--- src/rtl/mem_access_ctrl_if.sv ---
// ---------------------------------------------------------------------------
// mem_access_ctrl_if
//   Bundles the request/response handshake between the datapath and the
//   memory access controller, together with the single-port memory bus the
//   controller drives.
//
//   Handshake: a request transfers on a rising edge where req_valid=1 and
//   req_ready=1; the requester holds req_* stable until that edge.
//   rsp_valid is a one-cycle completion pulse with no back-pressure, and
//   rsp_rdata is only meaningful while rsp_valid=1.
//
//   Modports:
//     master - requester side plus memory model (drives req_*, mem_dataout)
//     slave  - the controller (drives req_ready, rsp_*, mem_address,
//              mem_datain, mem_write)
// ---------------------------------------------------------------------------
interface mem_access_ctrl_if #(
  parameter int ADDR_W = 9,
  parameter int DATA_W = 32
);
  logic              req_valid;
  logic              req_write;
  logic [ADDR_W-1:0] req_addr;
  logic [DATA_W-1:0] req_wdata;
  logic              req_ready;
  logic              rsp_valid;
  logic [DATA_W-1:0] rsp_rdata;
  logic [ADDR_W-1:0] mem_address;
  logic [DATA_W-1:0] mem_datain;
  logic              mem_write;
  logic [DATA_W-1:0] mem_dataout;

  modport master (
    output req_valid, req_write, req_addr, req_wdata, mem_dataout,
    input  req_ready, rsp_valid, rsp_rdata, mem_address, mem_datain, mem_write
  );

  modport slave (
    input  req_valid, req_write, req_addr, req_wdata, mem_dataout,
    output req_ready, rsp_valid, rsp_rdata, mem_address, mem_datain, mem_write
  );
endinterface

--- src/rtl/mem_access_ctrl.sv ---
// ---------------------------------------------------------------------------
// mem_access_ctrl
//   CPU-side initiator for a single-port memory with combinational read and
//   rising-edge write. Owns MAR/MDR and turns one-word read/write requests
//   into memory cycles: IDLE -> SETUP (WAIT_CYCLES cycles, skipped if 0)
//   -> ACCESS (one cycle) -> RESP (one cycle) -> IDLE.
//
//   Ports:
//     clk      - system clock, rising-edge active
//     reset_n  - asynchronous active-low reset
//     bus      - mem_access_ctrl_if.slave (request/response + memory bus)
//     state_o  - current FSM state, for debug/observation
//
//   Parameters: ADDR_W, DATA_W, WAIT_CYCLES (address-setup cycles, 0..15).
// ---------------------------------------------------------------------------
module mem_access_ctrl #(
  parameter int ADDR_W      = 9,
  parameter int DATA_W      = 32,
  parameter int WAIT_CYCLES = 1
) (
  input  logic                 clk,
  input  logic                 reset_n,
  mem_access_ctrl_if.slave     bus,
  output logic [1:0]           state_o
);

  typedef enum logic [1:0] {
    IDLE   = 2'd0,
    SETUP  = 2'd1,
    ACCESS = 2'd2,
    RESP   = 2'd3
  } state_e;

  // The counter is 4 bits wide; WAIT_CYCLES above 15 is outside the legal
  // range and is simply truncated here.
  localparam logic [3:0] WAIT_INIT = 4'(WAIT_CYCLES);

  state_e            state_q;
  logic [ADDR_W-1:0] mar_q;
  logic [DATA_W-1:0] mdr_q;
  logic              wr_q;
  logic [3:0]        cnt_q;

  always_ff @(posedge clk or negedge reset_n) begin
    if (!reset_n) begin
      state_q <= IDLE;
      mar_q   <= '0;
      mdr_q   <= '0;
      wr_q    <= 1'b0;
      cnt_q   <= '0;
    end else begin
      case (state_q)
        IDLE: begin
          if (bus.req_valid) begin
            mar_q <= bus.req_addr;
            wr_q  <= bus.req_write;
            cnt_q <= WAIT_INIT;
            // Reads leave MDR alone so rsp_rdata keeps the last result
            // until the new read data is captured.
            if (bus.req_write) begin
              mdr_q <= bus.req_wdata;
            end
            state_q <= (WAIT_INIT == 4'd0) ? ACCESS : SETUP;
          end
        end
        SETUP: begin
          cnt_q <= cnt_q - 4'd1;
          if (cnt_q == 4'd1) begin
            state_q <= ACCESS;
          end
        end
        ACCESS: begin
          // Memory read is combinational, so data is valid during ACCESS
          // and captured on its closing edge.
          if (!wr_q) begin
            mdr_q <= bus.mem_dataout;
          end
          state_q <= RESP;
        end
        RESP: begin
          state_q <= IDLE;
        end
        default: begin
          state_q <= IDLE;
        end
      endcase
    end
  end

  // All outputs decode registered state only, so an asynchronous reset
  // drops mem_write at once and no combinational path reaches the bus.
  assign bus.req_ready   = (state_q == IDLE);
  assign bus.rsp_valid   = (state_q == RESP);
  assign bus.rsp_rdata   = mdr_q;
  assign bus.mem_address = mar_q;
  assign bus.mem_datain  = mdr_q;
  assign bus.mem_write   = (state_q == ACCESS) && wr_q;
  assign state_o         = state_q;

endmodule
--- src/flat_wrapper.sv ---
// flat-port wrapper written by rule: the top's interface ports become plain ports
module mem_access_ctrl_flat 
#(
  parameter int ADDR_W      = 9,
  parameter int DATA_W      = 32,
  parameter int WAIT_CYCLES = 1
)
  (clk, reset_n, state_o, bus_req_valid, bus_req_write, bus_req_addr, bus_req_wdata, bus_mem_dataout, bus_req_ready, bus_rsp_valid, bus_rsp_rdata, bus_mem_address, bus_mem_datain, bus_mem_write);
  mem_access_ctrl_if #(.ADDR_W(ADDR_W), .DATA_W(DATA_W)) bus_i ();
  input  logic clk;
  input  logic reset_n;
  output logic [1:0] state_o;
  input wire logic [$bits(bus_i.req_valid)-1:0] bus_req_valid;
  input wire logic [$bits(bus_i.req_write)-1:0] bus_req_write;
  input wire logic [$bits(bus_i.req_addr)-1:0] bus_req_addr;
  input wire logic [$bits(bus_i.req_wdata)-1:0] bus_req_wdata;
  input wire logic [$bits(bus_i.mem_dataout)-1:0] bus_mem_dataout;
  output wire logic [$bits(bus_i.req_ready)-1:0] bus_req_ready;
  output wire logic [$bits(bus_i.rsp_valid)-1:0] bus_rsp_valid;
  output wire logic [$bits(bus_i.rsp_rdata)-1:0] bus_rsp_rdata;
  output wire logic [$bits(bus_i.mem_address)-1:0] bus_mem_address;
  output wire logic [$bits(bus_i.mem_datain)-1:0] bus_mem_datain;
  output wire logic [$bits(bus_i.mem_write)-1:0] bus_mem_write;
  assign bus_i.req_valid = bus_req_valid;
  assign bus_i.req_write = bus_req_write;
  assign bus_i.req_addr = bus_req_addr;
  assign bus_i.req_wdata = bus_req_wdata;
  assign bus_i.mem_dataout = bus_mem_dataout;
  assign bus_req_ready = bus_i.req_ready;
  assign bus_rsp_valid = bus_i.rsp_valid;
  assign bus_rsp_rdata = bus_i.rsp_rdata;
  assign bus_mem_address = bus_i.mem_address;
  assign bus_mem_datain = bus_i.mem_datain;
  assign bus_mem_write = bus_i.mem_write;
  mem_access_ctrl #(.ADDR_W(ADDR_W), .DATA_W(DATA_W), .WAIT_CYCLES(WAIT_CYCLES)) u_core (.clk(clk), .reset_n(reset_n), .bus(bus_i), .state_o(state_o));
endmodule
--- config.mk ---
export PLATFORM = sky130hd
export DESIGN_NAME = mem_access_ctrl_flat
export DESIGN_NICKNAME = d
export VERILOG_FILES = /design/src/rtl/mem_access_ctrl_if.sv /design/src/rtl/mem_access_ctrl.sv /design/src/flat_wrapper.sv
export SDC_FILE = /design/constraint.sdc
export NUM_CORES = 1
export LEC_CHECK = 0
export ABC_AREA = 1
export BUFFER_PORTS_ARGS = -buffer_cell sky130_fd_sc_hd__clkbuf_2
export CORE_AREA = 2 2 74 90
export DETAILED_ROUTE_END_ITERATION = 7
export DIE_AREA = 0 0 76 92
export HOLD_SLACK_MARGIN = 0.08
export PLACE_DENSITY = 0.89
export SLEW_MARGIN = 0
export SYNTH_ARGS = -nofsm -noshare
export SYNTH_HDL_FRONTEND = slang
export SYNTH_SLANG_ARGS = --single-unit
--- constraint.sdc ---
create_clock -name clk -period 1.58 [get_ports clk]
set_input_delay 0.316 -clock clk [delete_from_list [all_inputs] [get_ports clk]]
set_output_delay 0.316 -clock clk [all_outputs]
set_load 0.01 [all_outputs]
Word-level counts from Yosys, hierarchy flattened
Cells that the tools add are included.

Register bits: 48. Output and inout port bits: 78.

$add $sub $neg: 1. Eq/ne operators: 8. Multiplexer cells: 9. Reduce and logical (&&, ||, !) cells: 8.

Operators by type and width (count): $mux W32 (3); $pmux W32 S2 (1); $pmux W2 S4 (1); $pmux W4 S2 (1); $ne A2 B2 Y1 const B (3); $reduce_and A2 Y1 (3); $eq A2 B2 Y1 const B (2); $eq A4 B1 Y1 const B (1); $mux W2 (2); $mux W4 (1); $reduce_and A4 Y1 (1); $reduce_bool A2 Y1 (2); $sub A4 B1 Y4 const B (1); $eq A2 B1 Y1 const B (1); $logic_not A2 Y1 (1); $ne A2 B1 Y1 const B (1); $logic_and A1 B1 Y1 (1).

Logic depth before layout (Yosys ltp)
Gate-level depths: netlist of the first run.

Word-level depth: 3. Mapped depth: 8.

Worst setup path before layout of the first run
Ideal clock, no wire load.

Path type: reg-to-reg. From: reg u_core.state_q[0] (netlist: u_core.state_o[0]). To: reg u_core.mar_q[0] (netlist: u_core.bus.mem_address[0]). Arrival: 1422 ps. Setup slack: 34 ps. Stages on the path, launching flop included: 6. Clock period less this slack: 1546 ps. Cells stage by stage: dfrtp_1 -> inv_1 -> ha_1 -> nand2_1 -> buf_2 -> mux2_2.

Longest elaborated chain between the ends: 2.

RTL lines: start, declared (RTL line mem_access_ctrl.sv:38) `state_e state_q;`; start signal, assigned (RTL line mem_access_ctrl.sv:63) `state_q <= (WAIT_INIT == 4'd0) ? ACCESS : SETUP;`; $logic_not A2 Y1; named net bus_req_ready (RTL line flat_wrapper.sv:18) `output wire logic [$bits(bus_i.req_ready)-1:0] bus_req_ready;`; $reduce_and A2 Y1 (no line); end signal, assigned (RTL line mem_access_ctrl.sv:55) `mar_q <= bus.req_addr;`; end, declared (RTL line mem_access_ctrl.sv:39) `logic [ADDR_W-1:0] mar_q;`.

The timed path passes the listed nets, and every way through them passes these cells. A chain may end at the register's enable or synchronous reset.

Worst setup path after layout of the first run
From: reg u_core.state_q[0] (netlist: u_core.state_o[0]). To: out bus_mem_write.

Longest elaborated chain between the ends: 2.

RTL lines: $eq A2 B2 Y1 (RTL line mem_access_ctrl.sv:97) `assign bus.mem_write = (state_q == ACCESS) && wr_q;`; $logic_and A1 B1 Y1 (RTL line mem_access_ctrl.sv:97); end, declared (RTL line flat_wrapper.sv:23) `output wire logic [$bits(bus_i.mem_write)-1:0] bus_mem_write;`.

Every way passes these cells.

==> results.md, run 1 <==
Run status:
- The flow ran to the end, and the final reports show no timing, DRC or antenna violations.

Critical path:
- The data arrival time at the worst-slack endpoint is roughly 1.2 ns.
- The endpoint required time on the critical path is ~1.3 ns.
- Tracing the worst setup path back leads to its startpoint at u_core.state_o[0].
- STA classifies the critical path startpoint as a flop.
- Counting cells, the worst reg-to-reg path comes to 8.
- The type of destination of the critical path is a primary output.
- In this run the critical register-to-register path is captured at u_core.bus.mem_datain[27].
- Along the worst path, the maximum fanout reaches 6.
- The type of the setup path with the least slack is reg2out.
- The startpoint identified for the worst register-to-register timing path is u_core.state_o[1].
- Setup slack on the worst reg-to-reg path comes out at 0.10 ns.

Clock tree:
- The clock tree root buffer cell is sky130_fd_sc_hd__clkbuf_8.
- The clock drives 48 sinks.
- The clock latency of the later-clocked register in the worst-skew pair is roughly 0.3 ns.
- The clock-pin transition on the worst setup and hold timing paths is around 0.090 ns.
- The H-tree was split into 2 levels.
- The clock passes through at most 2 buffers.
- The number of buffers created by CTS is 5.
- TritonCTS built the clock tree.

Power and ir drop:
- The fraction of power consumed by sequential logic is 0.300.
- The share of total power dissipated in the clock network is 0.118.
- Across the VDD grid, the largest voltage drop is 1.12 mV.
- The internal portion of the total power is about 0.0045 W.
- Of the total power, the share spent switching nets is 0.431.
- The net switching power of the design is roughly 0.0034 W.
- Of the total power, combinational logic draws 0.582.
- The power after layout is between 0.007 and 0.008 W.
- The power density of the placed cells is 2270 mW/mm^2.
- The static leakage is 1.88 nW.

Placement:
- The placed instances occupy a cell area of roughly 0.0033 mm^2.
- The final weighted congestion in routability-driven placement is between 0.7 and 0.8.
- The wire-length estimate of the detail-placed layout is roughly 4800 um.
- The count of input and output buffers is around 150.

Layout:
- Leaving out fill and tap cells, the most frequent cell in the layout is sky130_fd_sc_hd__clkbuf_2.
- In the final layout, flip-flops and latches occupy 0.00120 mm^2.
- With fillers left out, the area of the finished cells amounts to approximately 0.0035 mm^2.
- At the end of the flow the core is filled with cells to 0.560.
- The combined area of the multi-input logic cells is between 0.001 and 0.0015 mm^2.
- The layout has between 500 and 600 filler cells.
- The number of nets in the layout is roughly 500.
- The number of antenna diodes in the final layout is 0.
- The share of layout cells above drive strength 1 is 0.577.
- The top cell types in the final layout, fill and taps aside, are sky130_fd_sc_hd__clkbuf_2 (152), sky130_fd_sc_hd__nand2_1 (49), sky130_fd_sc_hd__dfrtp_1 (47), sky130_fd_sc_hd__o21ai_0 (38), sky130_fd_sc_hd__or2_2 (32).
- The area growth from synthesis to layout is 33.8%.

STA:
- The clock tree skew after final layout is ~0.0090 ns.
- The hold violation count in the final report was 0.
- The share of the clock period used by the worst path is 0.960.
- The count of final max-slew check failures is 0.
- Setup repair after global routing left no endpoint under its margin.
- The minimum period implied by the final worst setup slack is between 1.5 and 2 ns.
- The total negative setup slack is 0 ns.
- Setup violations remaining at the end of the flow were counted as 0.
- The remaining max-slew budget at the tightest pin is 0.678.
- Derived from the worst setup path, the maximum achievable clock frequency is approximately 660 MHz.
- The slew at the pin closest to its max-slew limit is around 0.48 ns.

Min path:
- The tightest min-delay check is of the in2reg type.
- The capture endpoint of the worst hold path is u_core.bus.mem_address[2].
- The startpoint of the tightest hold check path is bus_req_addr[2].
- The worst hold path stage count is 2.

Synthesis:
- Counting flops and latches in the post-synthesis netlist gives 48.
- In this run, synthesis inferred 0 flip-flops with an integrated enable.
- Of all flip-flops after synthesis, the portion carrying an async set or reset was 1.00.
- The count of mapped cells out of synthesis is 280.
- The mapped netlist covers about 0.0026 mm^2.
- The number of distinct standard cells referenced by the synthesized netlist is 20.
- In this run the mean area of a mapped cell was around 9.3 um^2.
- The leading register cell type out of synthesis is sky130_fd_sc_hd__dfrtp_1.
- The Yosys step of the flow raised 0 warnings.
- The synthesized netlist net count is between 300 and 400.
- The share of the Yosys chip area taken by registers is 0.462.

GRT:
- The number of antenna violations at the first check in global routing was 0.
- Entering global routing, the biggest net connects 33 pins.
- The final global-route overflow total is 0.
- The wire length of the first global-routing pass is approximately 10000 um.
- The combined global-route utilization of all metal layers is 0.175.
- The via count of the first global-routing pass is ~2100.

Die:
- The initial utilization of the core area, before any placement, comes to 0.419.
- The die outline width is 76 um.
- The area enclosed by the die boundary is about 0.007 mm^2.
- In this run the count of I/O pins placed on the die edge is ~160.
- The count of standard-cell rows is 32.
- The area of the core region is a little over 0.006 mm^2.
- The height of the die is about 92 um.

Drt:
- The number of routed nets with antenna violations is 0.
- Before antenna repair, the detailed router went through 4 iterations.
- The per-cell routed wire length is 12.4 um.
- The wire length reported by the detailed router is 6140 um.
- After detailed routing, the number of remaining DRC violations is 0.
- The first routing iteration left 51 violations.
- The via count of the routed design is 2292.
- After detailed routing, the number of vias per cell comes to approximately 4.6.

Flow run:
- The count of max-cap constraint violations is 0.
[per-layer routing]
metal | global-route usage | vias up | part of all wire
met1 | 0.204 | 1042 | 0.40
met2 | 0.316 | 100 | 0.51
li1 | - | 1145 | -
met4 | 0.0545 | 0 | 0.0090
met5 | 0 | - | 0
met3 | 0.0453 | 5 | 0.076
[registers in the layout, indices dropped and copies added (netlist names)]
name / count
u_core.bus.mem_address: 9
u_core.bus.mem_datain: 32
u_core.cnt_q: 4
u_core.wr_q: 1
u_core.state_o: 2
[logic make-up after synthesis]
kind of cell / Yosys count / synth area share
simple gates: 93 / 0.176
compound gates: 69 / 0.149
buf+inv: 54 / 0.141
flops: 48 / 0.462
mux: 10 / 0.0433
fa+ha+maj: 6 / 0.0289
[critical path, stage by stage (launching register included)]
cell and delay (ns):
sky130_fd_sc_hd__dfrtp_1 0.40, sky130_fd_sc_hd__inv_2 0.10, sky130_fd_sc_hd__ha_4 0.19, sky130_fd_sc_hd__nand2_4 0.05, sky130_fd_sc_hd__inv_1 0.04, sky130_fd_sc_hd__buf_2 0.12
[power by group through the flow]
stage	clock network, W	registers (W)	logic, W
floorplan	0	0.00256	0.00312
global placement	0	0.00233	0.00436
detailed placement	0	0.00237	0.00450
CTS	0.000955	0.00236	0.00459
global route	0.00101	0.00245	0.00509
finish	0.000928	0.00236	0.00458
[cell type report]
type | instances | share of cell area
clock buffer | 6 | 0.0238
clock inverter | 2 | 0.0112
inverter | 9 | 0.00972
multi-input combinational | 178 | 0.306
sequential | 48 | 0.346
tap | 85 | 0.0306
timing repair buffer | 168 | 0.272
[worst max path at each step]
stage | to | slack, ns | cells after the start
2_1_floorplan | u_core.bus.mem_address[0] | 0.03 | 5
3_3_place_gp | u_core.bus.mem_datain[20] | 0.15 | 5
3_5_place_dp | u_core.bus.mem_datain[27] | 0.07 | 5
4_1_cts | bus_mem_write | 0.002 | 5
5_1_grt | bus_mem_write | 0.007 | 5
6_report | bus_mem_write | 0.06 | 5
[what timing repair did]
action / 4_1_cts / 5_1_grt
buffers inserted: 1 / 3
gates cloned: 0 / 0
endpoints found under the setup margin: 2 / 2
pin swaps: 1 / 1
resized for setup: 8 / 4
hold buffers: 1 / 0
endpoints found under the hold margin: 17 / 0
[cell usage after synthesis (2+ instances only)]
cell type	count	area, um^2
sky130_fd_sc_hd__a21oi_1	2	10.0
sky130_fd_sc_hd__buf_4	33	248
sky130_fd_sc_hd__buf_6	5	56.3
sky130_fd_sc_hd__clkbuf_1	6	22.5
sky130_fd_sc_hd__dfrtp_1	48	1200
sky130_fd_sc_hd__ha_1	6	75.1
sky130_fd_sc_hd__inv_1	8	30.0
sky130_fd_sc_hd__mux2_2	10	113
sky130_fd_sc_hd__nand2_1	50	188
sky130_fd_sc_hd__nand3_1	5	25.0
sky130_fd_sc_hd__nor2_1	4	15.0
sky130_fd_sc_hd__o21ai_0	38	190
sky130_fd_sc_hd__o21ai_1	17	85.1
sky130_fd_sc_hd__o21ai_2	11	96.3
sky130_fd_sc_hd__or2_2	32	200
[through the flow]
stage	std cells	hold WS, ns	worst slack (ns)
finish	496	0.241	0.0636
global route	496	0.228	0.00680
CTS	494	0.230	0.00236
detailed placement	484	0.298	0.0679
global placement	484	0.287	0.152
floorplan	280	0.0204	0.0338
(Power assumes the default switching activity.)
==> run 2, diff against run 1 <==
--- a/config.mk
+++ b/config.mk
@@ -12,6 +12,7 @@
 export DIE_AREA = 0 0 76 92
 export HOLD_SLACK_MARGIN = 0.08
 export PLACE_DENSITY = 0.89
+export SKIP_CTS_REPAIR_TIMING = 1
 export SLEW_MARGIN = 0
 export SYNTH_ARGS = -nofsm -noshare
 export SYNTH_HDL_FRONTEND = slang
==> constraint.sdc (replaced) <==
create_clock -name clk -period 1.58 [get_ports clk]
set_input_delay 0.316 -clock clk [delete_from_list [all_inputs] [get_ports clk]]
set_output_delay 0.316 -clock clk [all_outputs]
set_load 0.1 [all_outputs]
==> results.md, run 2 (synthesized netlist as in run 1, its figures left out) <==
Layout:
- The final cell area excluding filler cells came to 0.00360 mm^2 (+3.6%).
- The count of inserted antenna diode cells is 0 (unchanged).
- In the layout the commonest cells are sky130_fd_sc_hd__clkbuf_2 (148), sky130_fd_sc_hd__nand2_1 (45), sky130_fd_sc_hd__or2_2 (32), sky130_fd_sc_hd__dfrtp_2 (32), sky130_fd_sc_hd__o21ai_1 (27).
- The share of layout cells above drive strength 1 came to 0.703 (+0.127).
- Compared with the post-synthesis result, the final layout area differs by 38.6%.
- The library cell used most frequently in the layout, excluding fill and tap cells, is sky130_fd_sc_hd__clkbuf_2.
- The number of nets in the layout is 493 (unchanged).
- The flip-flop count of the largest register after layout is 32 (unchanged).
- The number of standard cells in the final layout excluding fillers is 496 (unchanged).

GRT:
- The final global-route overflow total is 0 (unchanged).
- The largest net degree at the start of global routing is 36 (+9.1%).
- The via count of the first global-routing pass is 2249 (+8.4%).
- The combined global-route utilization of all metal layers came to 0.174 (-0.00111).
- The number of antenna violations at the first check in global routing is 0 (unchanged).
- The wire length of the first global-routing pass is 9930 um (+1.6%).

Drt:
- The number of remaining DRC errors is 0 (unchanged).
- The wire length reported by the detailed router was 6270 um (+2.1%).
- The post-detailed-route via-to-cell ratio was 4.68 (+1.4%).
- The number of DRC violations after detailed-routing iteration 0 came to 56 (+9.8%).
- The per-cell routed wire length is 12.6 um (+2.1%).
- The number of routed nets with antenna violations is 0 (unchanged).
- The via count of the routed design is 2323 (+1.4%).
- The number of iterations in the first detailed-routing pass is 4 (unchanged).

Clock tree:
- The CTS sink count was 48 (unchanged).
- The H-tree depth is 2 (unchanged).
- The TritonCTS clock tree is built.
- CTS placed an instance of sky130_fd_sc_hd__clkbuf_8 at the clock tree root.
- The clock-pin transition on the worst setup and hold timing paths came to 0.08 ns (about the same).
- The maximum root-to-sink buffer count is 2 (unchanged).
- The number of buffers created by CTS was 5 (unchanged).
- The clock latency of the later-clocked register in the worst-skew pair is 0.29 ns (about the same).

Run status:
- The run finished, with violations left.
- The final reports fail on negative setup slack.

Placement:
- The final weighted congestion in routability-driven placement is 0.820 (+6.4%).
- The cell count after placement is 484 (unchanged).
- The detailed placer's ending HPWL came to 4960 um (+3.1%).
- The count of input and output buffers was 154 (unchanged).
- The placed standard-cell area is 0.00341 mm^2 (+3.8%).
- The worst setup timing slack at the placement stage is -0.0187 ns (-0.0866 ns).

Die:
- The height of the die is 92 um (unchanged).
- The area enclosed by the die boundary is 0.00699 mm^2 (unchanged).
- The I/O pin count was 155 (unchanged).
- The initial core utilization is 0.419 (unchanged).
- The count of standard-cell rows is 32 (unchanged).
- The area of the core region was 0.00621 mm^2 (unchanged).
- The die outline width came to 76 um (unchanged).

Critical path:
- The master of the slowest instance on the critical path is sky130_fd_sc_hd__dfrtp_4.
- The worst setup path is launched from a flop.
- The endpoint required time on the critical path is 1.26 ns (about the same).
- The number of cells on the worst reg-to-reg path was 6 (-2).
- The type of destination of the critical path is a primary output.
- Walking the worst path, the cells encountered are ha_4 > nand2_4 > clkinvlp_4 > buf_12.
- The longest individual stage delay on the worst path is 0.52 ns (+0.12 ns).
- The maximum fanout along the worst path is 3 (-3).
- The data arrival time at the worst-slack endpoint is 1.33 ns (+0.13 ns).
- The type of the setup path with the least slack is reg2out.

Min path:
- The worst hold path stage count is 2 (unchanged).
- The type of the most critical hold path is in2reg.

Flow run:
- The count of max-cap constraint violations is 0 (unchanged).

STA:
- The hold violation count in the final report was 0 (unchanged).
- The final worst-path setup slack is -0.0710 ns (-0.135 ns).
- The remaining max-slew budget at the tightest pin is 0.636 (-0.0420).
- The count of final max-slew check failures is 0 (unchanged).
- The final-report setup violation count is 3 (+3).
- The clock tree skew after final layout is 0.00467 ns (-0.00433 ns).
- Setup repair after global routing could not meet its margin everywhere.
- The worst-case hold slack is 0.256 ns (+0.0141 ns).
- The slew at the pin closest to its max-slew limit was 0.548 ns (+0.0653 ns).
- The maximum clock frequency is 606 MHz (-8.2%).
- The share of the clock period used by the worst path came to 1.04 (+0.0852).
- The minimum period implied by the final worst setup slack was 1.65 ns (+0.135 ns).
-- run 2: cell count changes in the layout (fill, tap and decap cells not counted), moves of 3 or more --
cell	before	now
sky130_fd_sc_hd__nand2_2	0	4
sky130_fd_sc_hd__nand2_1	49	45
sky130_fd_sc_hd__buf_4	8	11
sky130_fd_sc_hd__dfrtp_2	1	32
sky130_fd_sc_hd__dfrtp_1	47	14
sky130_fd_sc_hd__o21ai_0	38	14
sky130_fd_sc_hd__o21ai_1	17	27
sky130_fd_sc_hd__clkbuf_2	152	148
sky130_fd_sc_hd__o21ai_2	11	25
-- run 2: path summary, 6_finish.rpt --
kind	end	slack, ns	startpoint
max in group asynchronous	u_core.state_o[1]	0.70	reset_n
hold reg to reg	u_core.bus.mem_datain[14]	0.51	u_core.bus.mem_datain[14]
min in group asynchronous	u_core.bus.mem_datain[18]	0.53	reset_n
setup / recovery	bus_mem_write	-0.07	u_core.state_o[1]
hold / removal	u_core.bus.mem_address[7]	0.26	bus_req_addr[7]
setup reg to reg	u_core.bus.mem_datain[30]	0	u_core.state_o[1]
-- run 2: layout make-up --
class | instances | area [um^2]
Clock buffer | 8 | 90.1
Fill cell | 537 | 2600
Inverter | 9 | 42.5
Multi-Input combinational cell | 178 | 1130
Sequential cell | 48 | 1250
Tap cell | 85 | 106
Timing Repair Buffer | 168 | 985
-- run 2: stage by stage --
step	setup TNS, ns	utilization
floorplan	-9.06	-
global placement	0	0.549
detailed placement	-0.101	0.549
CTS	-0.758	0.563
global route	-1.09	0.580
finish	-0.118	0.580
-- run 2: layer usage --
metal  wire (um)  vias to the layer above  global-route usage
li1            -                     1150                   -
met1        2500                     1069               0.202
met2        3300                       91               0.318
met3         347                       13              0.0384
met4         126                        0              0.0591
met5           0                        -                   0
-- run 2: worst max-delay path, delay by kind of cell, from the launching register on --
kind                       cells  cell delay (ns)
buffers and inverters          2             0.26
adders and majority gates      1             0.19
DFF                            1             0.52
and+or+nand+nor                1             0.07
Power of run 2 is left out: the tool's default activity adds up to more than one toggle a clock period on the data nets, which glitch-free logic cannot reach.
